`src/rtl/tawas_thread_sched.sv`:
```
// Round-robin thread scheduler for the 32-thread Tawas barrel pipeline.
// Issues at most one enabled, non-busy thread per cycle and tracks start/stop/retire/halt.
module tawas_thread_sched #(
   parameter int                 NTHREAD     = 32,
   parameter int                 TW          = 5,
   parameter logic [NTHREAD-1:0] RST_EN_MASK = 32'h0000_0001
) (
   input  logic               clk,
   input  logic               rst_n,
   input  logic               ctl_start_en,
   input  logic [TW-1:0]      ctl_start_id,
   input  logic               ctl_stop_en,
   input  logic [TW-1:0]      ctl_stop_id,
   input  logic               issue_stall,
   output logic               issue_en,
   output logic [TW-1:0]      issue_sel,
   input  logic               retire_en,
   input  logic [TW-1:0]      retire_sel,
   input  logic               retire_halt,
   output logic [NTHREAD-1:0] thread_enabled,
   output logic [NTHREAD-1:0] thread_busy,
   output logic               halt_event,
   output logic [TW-1:0]      halt_id,
   output logic               sched_err
);

   function automatic logic [NTHREAD-1:0] onehot(input logic [TW-1:0] id);
      onehot = {{(NTHREAD-1){1'b0}}, 1'b1} << id;
   endfunction

   logic [NTHREAD-1:0] enabled_r;
   logic [NTHREAD-1:0] busy_r;
   logic [TW-1:0]      ptr_r;
   logic               issue_en_r;
   logic [TW-1:0]      issue_sel_r;
   logic               halt_event_r;
   logic [TW-1:0]      halt_id_r;
   logic               sched_err_r;

   logic [NTHREAD-1:0] elig_s;
   logic [TW-1:0]      idx_s;
   logic               hit_s;
   logic               found_s;
   logic [TW-1:0]      off_s;
   logic [TW-1:0]      pick_s;
   logic               issue_go_s;
   logic               halt_s;
   logic               retire_bad_s;
   logic [NTHREAD-1:0] en_nxt_s;
   logic [NTHREAD-1:0] busy_nxt_s;

   // Round-robin search: the lowest offset from ptr with an eligible thread wins.
   always_comb begin
      elig_s  = enabled_r & ~busy_r;
      idx_s   = {TW{1'b0}};
      hit_s   = 1'b0;
      found_s = 1'b0;
      off_s   = {TW{1'b0}};
      for (int i = NTHREAD - 1; i >= 0; i--) begin
         idx_s   = ptr_r + TW'(i);
         hit_s   = elig_s[idx_s];
         found_s = found_s | hit_s;
         off_s   = hit_s ? TW'(i) : off_s;
      end
      pick_s     = ptr_r + off_s;
      issue_go_s = found_s & ~issue_stall;
   end

   // Next enabled/busy vectors; mask order gives stop > start > halt for one thread.
   always_comb begin
      halt_s       = retire_en & retire_halt;
      retire_bad_s = retire_en & ~busy_r[retire_sel];
      en_nxt_s     = enabled_r & ~({NTHREAD{halt_s}} & onehot(retire_sel));
      en_nxt_s     = en_nxt_s | ({NTHREAD{ctl_start_en}} & onehot(ctl_start_id));
      en_nxt_s     = en_nxt_s & ~({NTHREAD{ctl_stop_en}} & onehot(ctl_stop_id));
      busy_nxt_s   = busy_r & ~({NTHREAD{retire_en}} & onehot(retire_sel));
      busy_nxt_s   = busy_nxt_s | ({NTHREAD{issue_go_s}} & onehot(pick_s));
   end

   // Scheduler state and registered outputs.
   always_ff @(posedge clk or negedge rst_n) begin
      if (!rst_n) begin
         enabled_r    <= RST_EN_MASK;
         busy_r       <= {NTHREAD{1'b0}};
         ptr_r        <= {TW{1'b0}};
         issue_en_r   <= 1'b0;
         issue_sel_r  <= {TW{1'b0}};
         halt_event_r <= 1'b0;
         halt_id_r    <= {TW{1'b0}};
         sched_err_r  <= 1'b0;
      end else begin
         enabled_r    <= en_nxt_s;
         busy_r       <= busy_nxt_s;
         ptr_r        <= issue_go_s ? pick_s + TW'(1) : ptr_r;
         issue_en_r   <= issue_go_s;
         issue_sel_r  <= issue_go_s ? pick_s : issue_sel_r;
         halt_event_r <= halt_s;
         halt_id_r    <= halt_s ? retire_sel : halt_id_r;
         sched_err_r  <= sched_err_r | retire_bad_s;
      end
   end

   assign thread_enabled = enabled_r;
   assign thread_busy    = busy_r;
   assign issue_en       = issue_en_r;
   assign issue_sel      = issue_sel_r;
   assign halt_event     = halt_event_r;
   assign halt_id        = halt_id_r;
   assign sched_err      = sched_err_r;

endmodule

```
`config.mk`:
```
export PLATFORM = sky130hd
export DESIGN_NAME = tawas_thread_sched
export DESIGN_NICKNAME = d
export VERILOG_FILES = /design/src/rtl/tawas_thread_sched.sv
export SDC_FILE = /design/constraint.sdc
export NUM_CORES = 1
export LEC_CHECK = 0
export CAP_MARGIN = 20
export CORE_MARGIN = 10
export CORE_UTILIZATION = 40
export CTS_CLUSTER_DIAMETER = 40
export DETAILED_ROUTE_END_ITERATION = 6
export REMOVE_ABC_BUFFERS = 1
export SYNTH_ARGS = -nofsm -noshare
export SYNTH_HDL_FRONTEND = slang
export SYNTH_SLANG_ARGS = --single-unit
export TNS_END_PERCENT = 5
```
`constraint.sdc`:
```
create_clock -name clk -period 16.6 [get_ports clk]
set_clock_uncertainty 0.1 [all_clocks]
set_input_delay 2.49 -clock clk [delete_from_list [all_inputs] [get_ports clk]]
set_output_delay 2.49 -clock clk [all_outputs]
set_load 0.02 [all_outputs]
```
=== Yosys cells after proc, flatten, opt, wreduce, memory -nomap -nowiden ===
Index checks and enable logic that the tools add are counted.

* Flip-flop bits (word level): 82
* Output and inout port bits: 77
* Word-level logic and storage cells: 228

* Add/sub/neg operators: 33
* Magnitude comparators: 33
* Shifts and indexed selects: 4
* Multiplexer cells: 98
* Bitwise gates (word level): 52

{| class="wikitable"
|+ Operators with widths
! operator !! number
|-
| 32-bit bitwise AND || 9
|-
| 5-bit by 6-bit less-than comparator with 1-bit output, second input constant || 33
|-
| 1-bit binary-select mux with 5-bit select || 33
|-
| 5-bit 2-to-1 mux || 32
|-
| 32-bit inverter || 4
|-
| 1-bit by 5-bit left shift with 32-bit output, first input constant || 4
|-
| 5-bit adder, second input constant || 16
|-
| 32-bit OR || 2
|-
| 5-bit by 4-bit adder with 5-bit output, second input constant || 8
|-
| 1-bit 2-to-1 mux || 33
|-
| 1-bit OR || 32
|-
| 5-bit by 3-bit adder with 5-bit output, second input constant || 4
|-
| 5-bit by 1-bit adder with 5-bit output, second input constant || 2
|-
| 5-bit by 2-bit adder with 5-bit output, second input constant || 2
|-
| 5-bit adder || 1
|-
| 1-bit bitwise AND || 3
|-
| 1-bit inverter || 2
|}

=== Longest topological paths before layout ===
* Depth in word-level cells: 40
* Depth in mapped cells: 24
* Mapped depth without buffers: 22

=== Worst setup path before layout ===
OpenSTA, ideal clock, no wires.

* Path kind: register to register
* From: register ptr_r[1]
* To: register ptr_r[4]
* Setup time: 0.139 ns
* Data arrival time: 5.217 ns
* Required time: 16.361 ns
* Slack: 11.144 ns
* Stages on the path, launching flop included: 23
* Cell sequence: dfrtp_1 clkinv_1 ha_1 clkbuf_1 clkbuf_1 mux4_2 mux4_2 a21oi_1 o2111ai_1 o211ai_1 a21oi_1 nor2_1 ha_1 inv_1 fa_1 xnor2_1 inv_1 nor3_1 nand2_1 xnor2_1 a21oi_1 mux2i_1 o22ai_1

* Word-level cells in the longest chain between the ends: 37
* Elaborated cells on any way between the ends: 161
* Classes of those cells: 33 x add/sub; 96 x mux; 32 x bitwise

{| class="wikitable"
|+ Ends and longest elaborated chain
! item !! line !! source
|-
| start, declared || 33 || <nowiki>logic [TW-1:0] ptr_r;</nowiki>
|-
| start signal, assigned || 85 || <nowiki>ptr_r <= {TW{1'b0}};</nowiki>
|-
| start signal, assigned || 94 || <nowiki>ptr_r <= issue_go_s ? pick_s + TW'(1) : ptr_r;</nowiki>
|-
| 5-bit adder || 60 || <nowiki>idx_s = ptr_r + TW'(i);</nowiki>
|-
| 1-bit binary-select mux with 5-bit select || 61 || <nowiki>hit_s = elig_s[idx_s];</nowiki>
|-
| 1-bit 2-to-1 mux (not written as such) || 61 ||
|-
| 5-bit 2-to-1 mux (32 in a row) || 63 || <nowiki>off_s = hit_s ? TW'(i) : off_s;</nowiki>
|-
| 5-bit adder || 65 || <nowiki>pick_s = ptr_r + off_s;</nowiki>
|-
| 5-bit by 1-bit adder with 5-bit output || 94 ||
|}

Parallel ways exist; a longest one is shown, timed or not. The select of a mux whose other input is x is not followed.
A chain may end at the register's enable or synchronous reset.

=== Final worst setup path ===
Same ends and word-level chain as after synthesis.

==> results.cfg <==
[routing]
finalWirelength_um = 30100
drt.antenna.violating_nets = 0
wl_per_cell_um = 25.9
drc = 0
detail_route.first_pass.iterations = 5
vias = 7533
detail_route.vias_per_cell = 6.48
dr.first_iter.drc_count = 851

[yosys]
synth_edf_count = 0
synth_seq_area_share = 0.249
synth.top_cells.by_count = 90 x sky130_fd_sc_hd__o21ai_0, 84 x sky130_fd_sc_hd__mux4_2, 81 x sky130_fd_sc_hd__dfrtp_1
synth.avg_cell_area_um2 = 10.1
post_synth_inst_count = 817
synth_largest_type_area_fraction = 0.245
yosys_register_bits = 82
synth-async-reset-ratio = 1.00
synth_most_common_cell = sky130_fd_sc_hd__o21ai_0
synth-main-ff-cell = sky130_fd_sc_hd__dfrtp_1
netlist_area_pre_place_um2 = 8260
count_of_synthesis_stage_warnings_from_yosys = 0
synthDistinctLibCells = 70
synth.largest_area_cell = sky130_fd_sc_hd__dfrtp_1
netlist_top_cells_area = sky130_fd_sc_hd__dfrtp_1 25%, sky130_fd_sc_hd__mux4_2 23%, sky130_fd_sc_hd__o21ai_0 5.5%

[clock_tree]
numCtsBuffers = 9
clock_path_buffers = 2
worst_skew_pair.late_latency_ns = 0.34
cts-hold-fix-buffers = 0
cts_max_level = 3
cts_resized = 0
tritoncts = done
clkSinkCount = 82
path_clk_slew_ns = 0.07
cts.repair_timing.setup_buffer_count = 0
root_buffer = sky130_fd_sc_hd__clkbuf_16

[layout]
seqCellArea_um2 = 2050
multiInputGateArea_um2 = 5900
num-nets-final = 930
n_fill_cell = 1949
num_antenna_cells = 0
post_route_cells_drive_above_1_share = 0.167
area_growth_syn_to_layout_pct = 17.7

[sta]
rsz_0062_raised_after_global_routing = false
finalCritPeriodShare = 0.408
maxSlewHeadroom = 0.308
finalWorstPathRequiredPeriod_ns = 6.78
drv_slew = 0
setup_tns_final_ns = 0
hold_viol = 0
max_freq_ghz = 0.148
worst_slew_pin_slew_ns = 1.04
report.final.setup_viol = 0

[worst_setup_path]
path_delay_family = XOR/XNOR gates
worstReg2RegEnd = ptr_r[4]
reg2reg_depth = 23
crit-reg2reg-launch = ptr_r[1]
cp_data_arrival_time_ns = 6.88
worst_path_largest_cell_delay_ns = 0.68
worst_setup_ep = ptr_r[4]
critical-path-top-cell-by-count = sky130_fd_sc_hd__a21oi_1
critical_path_peak_fanout = 28
r2r_slack_ns = 9.82
setup.worst_path.start = ptr_r[1]
required_ns = 16.70
critical_path_capture_point_type = flip-flop
worstPathBufferInverterCount = 4
timing.setup.critical_path_class = reg -> reg
timing.critical_path.from_type = flip-flop
crit_path_top_delay_cell = sky130_fd_sc_hd__xor2_1
crit_cells = 23
worstPathCellList = buf_4 -> clkinv_1 -> ha_1 -> xor2_1 -> nor4_1 -> nand4b_1 -> mux4_2 -> o311ai_0 -> a21oi_1 -> o211ai_1 -> a21oi_1 -> nor2_1 -> ha_1 -> inv_1 -> fa_1 -> xnor2_1 -> inv_1 -> nor3_1 -> nand2_1 -> xnor2_1 -> a21oi_1 -> mux2i_1 -> o22ai_1

[floorplan]
fp-row-count = 52
ios = 99
fp.dieArea_um2 = 26800
fp.coreArea_um2 = 20300
fp.dieW_um = 164
die_h_um = 164
start_util = 0.407

[place]
dp.final_hpwl_um = 23800
gp_congestion = 0.935
total_of_buffers_placed_on_input_and_output_ports = 98

[grt]
antenna_found_initial = 0
grt_start_max_net_pins = 111
first_global_vias = 7176
overflow = 0
grtUsageTotal = 0.224
grt_first_pass_wirelength_um = 46100

[hold_path]
hold_path_class = reg -> reg
worst_hold_startpoint = sched_err

[job]
maximum_capacitance_violations = 0

[status]
outcome = finished, final reports clean
==> cells by family after synthesis <==
family                     count (synthesis)  share of synthesized area
adders and majority gates                 21                     0.0327
and+or+nand+nor                          261                      0.183
AOI/OAI and AO/OA                        245                      0.196
DFF                                       82                      0.249
muxes                                    108                      0.263
buffers and inverters                     66                     0.0380
xor gates and xnor gates                  34                     0.0388
==> metrics by stage <==
step,hold WS [ns],cells,setup WS [ns],utilization,instance area [µm²]
after floorplan,0.441,769,9.27,-,8010
after global placement,0.349,1146,9.93,0.463,9400
after detailed placement,0.349,1146,9.88,0.463,9400
after CTS,0.370,1162,9.85,0.479,9720
after global routing,0.392,1162,9.29,0.479,9720
final,0.365,1162,9.82,0.479,9720
==> registers in the layout, summed over array words and instances, names as in the netlist <==
name and cells:
thread_enabled 32, halt_event 1, thread_busy 32, sched_err 1, ptr_r 5, issue_en 1, halt_id 5, issue_sel 5
==> per-layer routing <==
metal | part of all wire | up-vias | global-route usage
met5 | 0 | - | 0
met4 | 0.025 | 0 | 0.0634
met3 | 0.078 | 33 | 0.0367
met2 | 0.47 | 407 | 0.357
met1 | 0.42 | 3748 | 0.307
li1 | - | 3345 | -
==> how the worst min path moves through the flow <==
stage | endpoint | slack (ns) | depth (start not counted)
finish | sched_err | 0.36 | 1
global placement | sched_err | 0.35 | 1
global route | sched_err | 0.39 | 1
floorplan | thread_enabled[0] | 0.44 | 2
detailed placement | sched_err | 0.35 | 1
CTS | sched_err | 0.37 | 1
==> cell type report <==
cell class / count / area share
Sequential cell: 82 / 0.211
Inverter: 18 / 0.00695
Tap cell: 270 / 0.0348
Multi-Input combinational cell: 669 / 0.607
Clock inverter: 6 / 0.00747
Timing Repair Buffer: 107 / 0.108
Clock buffer: 10 / 0.0246
==> cell usage in the layout, fill, tap and decap left out, types with 18 or more instances in the layout <==
cell type | synthesis | final
sky130_fd_sc_hd__nand3b_1 | 27 | 27
sky130_fd_sc_hd__o21ai_0 | 90 | 90
sky130_fd_sc_hd__xnor2_1 | 27 | 26
sky130_fd_sc_hd__a22oi_1 | 32 | 32
sky130_fd_sc_hd__clkdlybuf4s50_1 | 0 | 97
sky130_fd_sc_hd__dfrtp_1 | 81 | 80
sky130_fd_sc_hd__nand2_1 | 60 | 60
sky130_fd_sc_hd__nor2_1 | 38 | 38
sky130_fd_sc_hd__ha_1 | 20 | 20
sky130_fd_sc_hd__nand2b_1 | 53 | 53
sky130_fd_sc_hd__mux4_2 | 84 | 84
sky130_fd_sc_hd__a21oi_1 | 18 | 18
sky130_fd_sc_hd__o31ai_1 | 23 | 23
==> worst reg2reg max path, stage by stage (launching register included) <==
cell                       delay (ns)
sky130_fd_sc_hd__dfrtp_1         0.32
sky130_fd_sc_hd__buf_4           0.32
sky130_fd_sc_hd__clkinv_1        0.50
sky130_fd_sc_hd__ha_1            0.44
sky130_fd_sc_hd__xor2_1          0.68
sky130_fd_sc_hd__nor4_1          0.11
sky130_fd_sc_hd__nand4b_1        0.33
sky130_fd_sc_hd__mux4_2          0.52
sky130_fd_sc_hd__o311ai_0        0.38
sky130_fd_sc_hd__a21oi_1         0.12
sky130_fd_sc_hd__o211ai_1        0.22
sky130_fd_sc_hd__a21oi_1         0.10
sky130_fd_sc_hd__nor2_1          0.18
sky130_fd_sc_hd__ha_1            0.21
sky130_fd_sc_hd__inv_1           0.06
sky130_fd_sc_hd__fa_1            0.41
sky130_fd_sc_hd__xnor2_1         0.44
sky130_fd_sc_hd__inv_1           0.20
sky130_fd_sc_hd__nor3_1          0.34
sky130_fd_sc_hd__nand2_1         0.13
sky130_fd_sc_hd__xnor2_1         0.21
sky130_fd_sc_hd__a21oi_1         0.06
sky130_fd_sc_hd__mux2i_1         0.15
sky130_fd_sc_hd__o22ai_1         0.10
Power is left out: the tool's default activity adds up to more than one toggle a clock period on the data nets, which glitch-free logic cannot reach.
